<file path="config.mk">
export PLATFORM = sky130hd
export DESIGN_NAME = insn_fetch_unit
export DESIGN_NICKNAME = d
export VERILOG_FILES = /design/src/rtl/insn_fetch_unit.sv
export SDC_FILE = /design/constraint.sdc
export NUM_CORES = 1
export LEC_CHECK = 0
export ABC_AREA = 1
export ABC_CLOCK_PERIOD_IN_PS = 7600
export BUFFER_PORTS_ARGS = -buffer_cell sky130_fd_sc_hd__buf_2
export CORE_UTILIZATION = 46
export CTS_CLUSTER_DIAMETER = 60
export DETAILED_ROUTE_END_ITERATION = 8
export PLACE_DENSITY = 0.77
export SLEW_MARGIN = 15
export SYNTH_ARGS = -nofsm -noshare
export SYNTH_HDL_FRONTEND = slang
export SYNTH_SLANG_ARGS = --single-unit
</file>
<file path="constraint.sdc">
create_clock -name clk -period 7.6 [get_ports clk]
set_input_delay 1.52 -clock clk [delete_from_list [all_inputs] [get_ports clk]]
set_output_delay 1.52 -clock clk [all_outputs]
set_load 0.02 [all_outputs]
</file>
<file path="src/rtl/insn_fetch_unit.sv">
// Instruction fetch/assembly stage: reads one program word per cycle and packs each
// opcode with its trailing immediate words into a bundle delivered over valid/ready.
module insn_fetch_unit #(
    parameter logic [31:0] RESET_PC     = 32'h0,
    parameter logic [6:0]  DUAL_DST_OP0 = 7'd18,
    parameter logic [6:0]  DUAL_DST_OP1 = 7'd34
) (
    input  logic        clk,
    input  logic        rst,
    output logic [31:0] mem_addr,
    input  logic [31:0] mem_word,
    input  logic        redirect,
    input  logic [31:0] redirect_pc,
    output logic        out_valid,
    input  logic        out_ready,
    output logic [31:0] out_insn,
    output logic [31:0] out_imm1,
    output logic [31:0] out_imm2,
    output logic [31:0] out_pc,
    output logic [1:0]  out_len
);

    typedef enum logic [1:0] {FETCH, IMM1, IMM2, VALID} state_t;

    state_t      state;
    logic [31:0] pc;
    logic [31:0] insn;
    logic [31:0] imm1;
    logic [31:0] imm2;
    logic [31:0] bpc;
    logic [1:0]  len;

    // Dual-destination opcodes reuse [5:1] as a register field, so their
    // bits 5 and 4 must not be read as immediate flags.
    function automatic logic is_dual(input logic [31:0] w);
        return (w[31:25] == DUAL_DST_OP0) || (w[31:25] == DUAL_DST_OP1);
    endfunction

    function automatic logic needs_imm1(input logic [31:0] w);
        return !is_dual(w) && w[5];
    endfunction

    function automatic logic needs_imm2(input logic [31:0] w);
        return !is_dual(w) && w[4];
    endfunction

    logic new_imm1;
    logic new_imm2;

    always_comb begin
        new_imm1 = needs_imm1(mem_word);
        new_imm2 = needs_imm2(mem_word);
    end

    always_ff @(posedge clk or posedge rst) begin
        if (rst) begin
            state <= FETCH;
            pc    <= RESET_PC;
            insn  <= '0;
            imm1  <= '0;
            imm2  <= '0;
            bpc   <= RESET_PC;
            len   <= 2'd1;
        end else if (redirect) begin
            // A coincident handshake still completes; no new opcode is captured.
            pc    <= redirect_pc;
            state <= FETCH;
        end else begin
            case (state)
                FETCH, VALID: begin
                    if (state == FETCH || out_ready) begin
                        insn  <= mem_word;
                        bpc   <= pc;
                        pc    <= pc + 32'd1;
                        imm1  <= '0;
                        imm2  <= '0;
                        len   <= 2'd1 + 2'(new_imm1) + 2'(new_imm2);
                        if (new_imm1)
                            state <= IMM1;
                        else if (new_imm2)
                            state <= IMM2;
                        else
                            state <= VALID;
                    end
                end
                IMM1: begin
                    imm1  <= mem_word;
                    pc    <= pc + 32'd1;
                    state <= needs_imm2(insn) ? IMM2 : VALID;
                end
                IMM2: begin
                    imm2  <= mem_word;
                    pc    <= pc + 32'd1;
                    state <= VALID;
                end
                default: state <= FETCH;
            endcase
        end
    end

    assign mem_addr  = pc;
    assign out_valid = (state == VALID);
    assign out_insn  = insn;
    assign out_imm1  = imm1;
    assign out_imm2  = imm2;
    assign out_pc    = bpc;
    assign out_len   = len;

endmodule
</file>
==> summary.md <==
| Metric | Value |
|---|---|
| Status | `finished clean` |
| Root buf cell | `clkbuf_16` |
| Synth top area share | `55.3%` |
| Ratio of cells with drive above 1 in the final layout | `26.8%` |
| Hpwl dp | `14300 microns` |
| Post-route clock period utilization | `47.8%` |
| DRC Markers | `0` |
| CTS H-tree lvls | `4` |
| Cells after Synth | `865` |
| # IOs | `231` |
| Setup TNS | `0 ns` |
| Top post-synthesis cells by area | `dfrtp_1 (55%), nand2_1 (11%), o21ai_0 (11%)` |
| RR Startpoint | `state[0]` |
| Most common cell in the netlist | `nand2_1` |
| DRT Wirelength | `20400 microns` |
| Via Count | `6678` |
| Hold Crit Start | `out_pc[24]` |
| # fillers | `1453` |
| Port-buffer cells | `230` |
| DRT iter0 DRCs | `601` |
| Worst Reg2Reg Path Length in Cells | `8` |
| Max incr delay on CP | `0.61 ns` |
| Mean post-synth cell area | `8.52 sq um` |
| Worst flop-to-flop path endpoint | `out_imm2[28]` |
| Die Height | `129 microns` |
| GPL Wtd Cong | `0.913` |
| PD cells | `432 nW/um^2` |
| Clock sinks | `164` |
| Maximum net fanout on the critical path | `42` |
| Main synth FF type | `dfrtp_1` |
| Synth cell types | `32` |
| Syn. warnings | `0` |
| All-Layer GR Usage | `25.2%` |
| Initial antenna violation count | `0` |
| Fin crit period | `3.63 ns` |
| Static Leak | `4.81 nW` |
| GR Overflow Total | `0` |
| Largest net degree at the start of global routing | `91` |
| Endpoints failing hold | `0` |
| Final WS setup | `3.97 ns` |
| DP Area | `8620 sq um` |
| WP buf/inv | `3` |
| Final-report setup violation count | `0` |
| Post-synth top cells | `nand2_1 (215), dfrtp_1 (163), o21ai_0 (158)` |
| Syn_nets | `940` |
| Area growth syn-to-layout | `25.3%` |
| Antenna viol nets, final | `0` |
| Die width | `129 microns` |
| Reg2reg setup slack | `4.77 ns` |
| Core Region | `15400 sq um` |
| Slew margin rel. | `23.5%` |
| CP Capture Type | `flip-flop` |
| DR vias/cell | `5.14` |
| Top cell type by total area after synthesis | `dfrtp_1` |
| Hold buffers post-CTS | `0` |
| Max-slew violations | `0` |
| Sequential cell area fraction in the yosys report | `55.7%` |
| Worst-path clk slew | `0.07 ns` |
| Max IR drop VDD | `0.266 mV` |
| Slew @ Worst Pin | `1.15 ns` |
| Clk Latency, worst-skew pair | `0.43 ns` |
| Worst Path Required | `7.91 ns` |
| Clk_skew | `0.00981 ns` |
| Critical Path Source Type | `primary input` |
| Max cap viols | `0` |
| #FFs+latches synth | `164` |
| Total Nets Final | `1149` |
| Post-synth EDFFs | `0` |
| CTS resizes | `0` |
| Average wire per standard cell | `15.7 microns` |
| CP arrival | `3.95 ns` |
| Worst min path class | `flip-flop to flip-flop` |
| Vias in the first global route | `6064` |
| Max Buffers Root-to-Sink | `2` |
| Starting Density | `47.8%` |
| Slowest cell on crit path | `nand2_1` |
| Place WS | `3.53 ns` |
| Clock buffer count from CTS | `17` |
| CP Cell Sequence | `buf_2 -> inv_2 -> nand2_4 -> inv_4 -> nand2_1 -> o21ai_0` |
| Hold Path Depth | `2` |
| Fmax | `0.275 GHz` |
| WS Path Type | `primary input to flip-flop` |
| Postcts setup bufs | `0` |
| Row cnt | `45` |
| Design area | `9240 sq um` |
| First-pass GRT wire length | `32000 microns` |
| Ys async rst share | `100%` |
| RSZ-0062 raised after global routing | `no` |
| First-pass DRT Iterations | `6` |
| Synthesized cell area | `7370 sq um` |
| Die area | `16500 sq um` |
| Antenna cells | `0` |
| Hold Path End | `out_pc[24]` |
| Cell class contributing the biggest share of worst-path delay | `buffers and inverters` |
| CTS tree | `built` |
layout make-up:
class                      count  area (sq um)  share of cell area [%]
clock inverter                15           188                    2.03
clock buffer                  17           425                    4.61
tap                          211           264                    2.86
multi-input combinational    581          2790                    30.2
timing repair buffer         232          1170                    12.6
inverter                      78           300                    3.25
sequential                   164          4110                    44.4
stage by stage:
| stage | std cells | total power (W) | hold slack, ns | utilization, % |
|---|---|---|---|---|
| after floorplan | 865 | 0.00248 | 0.521 | - |
| after global placement | 1266 | 0.00307 | 0.460 | 55.9 |
| after detailed placement | 1266 | 0.00311 | 0.468 | 55.9 |
| after CTS | 1298 | 0.00401 | 0.485 | 59.9 |
| after global routing | 1298 | 0.00424 | 0.518 | 59.9 |
| final | 1298 | 0.00399 | 0.477 | 59.9 |
cells in the final DEF (no fill, tap or decap), types with 4 or more instances in the layout:
| master | synthesis | final |
|---|---|---|
| buf_2 | 24 | 230 |
| nand2_1 | 215 | 214 |
| dfrtp_1 | 163 | 163 |
| o21ai_0 | 158 | 158 |
| nand3_1 | 75 | 75 |
| inv_1 | 75 | 74 |
| nor2_1 | 62 | 61 |
| clkbuf_16 | 0 | 17 |
| o21ai_1 | 11 | 11 |
| xor2_1 | 9 | 9 |
| mux2_2 | 7 | 7 |
| ha_1 | 7 | 7 |
| inv_6 | 0 | 6 |
| a21oi_1 | 5 | 5 |
| nor2_2 | 3 | 4 |
| nor2_4 | 4 | 4 |
| nand4_1 | 4 | 4 |
| o211ai_1 | 4 | 4 |
registers in the layout, summed over array words and instances (netlist names):
name / cells
out_pc: 32
out_insn: 32
mem_addr: 32
state: 2
out_len: 2
out_imm1: 32
out_imm2: 32
layer usage:
metal	GRT usage [%]	share of wire, %	up-vias
li1	-	-	3234
met1	35.3	46	3171
met2	39.8	47	250
met3	5.32	6.5	23
met4	7.06	1.5	0
met5	0	0	-
worst min-delay path: stages, from the launching register on:
cell	delay, ns
dfrtp_1	0.34
nand2_1	0.05
o21ai_0	0.05
worst max path at each step:
stage | start | end | slack [ns] | cells after the start
2_1_floorplan | rst | mem_addr[0] | 1.65 | 1
3_3_place_gp | redirect | out_imm2[0] | 3.63 | 6
3_5_place_dp | redirect | out_imm2[28] | 3.53 | 6
4_1_cts | redirect | out_imm2[28] | 3.96 | 6
5_1_grt | redirect | out_imm2[14] | 3.73 | 6
6_report | redirect | out_imm2[28] | 3.97 | 6
cell families (layout without fill, tap and decap cells):
group                      after synthesis  after routing  share of synthesized area, %
adders and majority gates                7              7                          1.19
xor gates and xnor gates                10             10                          1.19
and+or+nand+nor                        373            373                          21.4
AOI/OAI and AO/OA                      184            184                          12.8
muxes                                    7              7                          1.07
DFF                                    164            164                          55.7
buffers and inverters                  120            342                          6.60
where the power goes:
| part | internal, W | switching [W] | total [W] |
|---|---|---|---|
| clock network | 0.000501 | 0.000392 | 0.000893 |
| registers | 0.00124 | 0.000237 | 0.00148 |
| logic | 0.000491 | 0.00113 | 0.00162 |
| total | 0.00223 | 0.00176 | 0.00399 |
No activity file was read; power rests on OpenSTA's default activity.
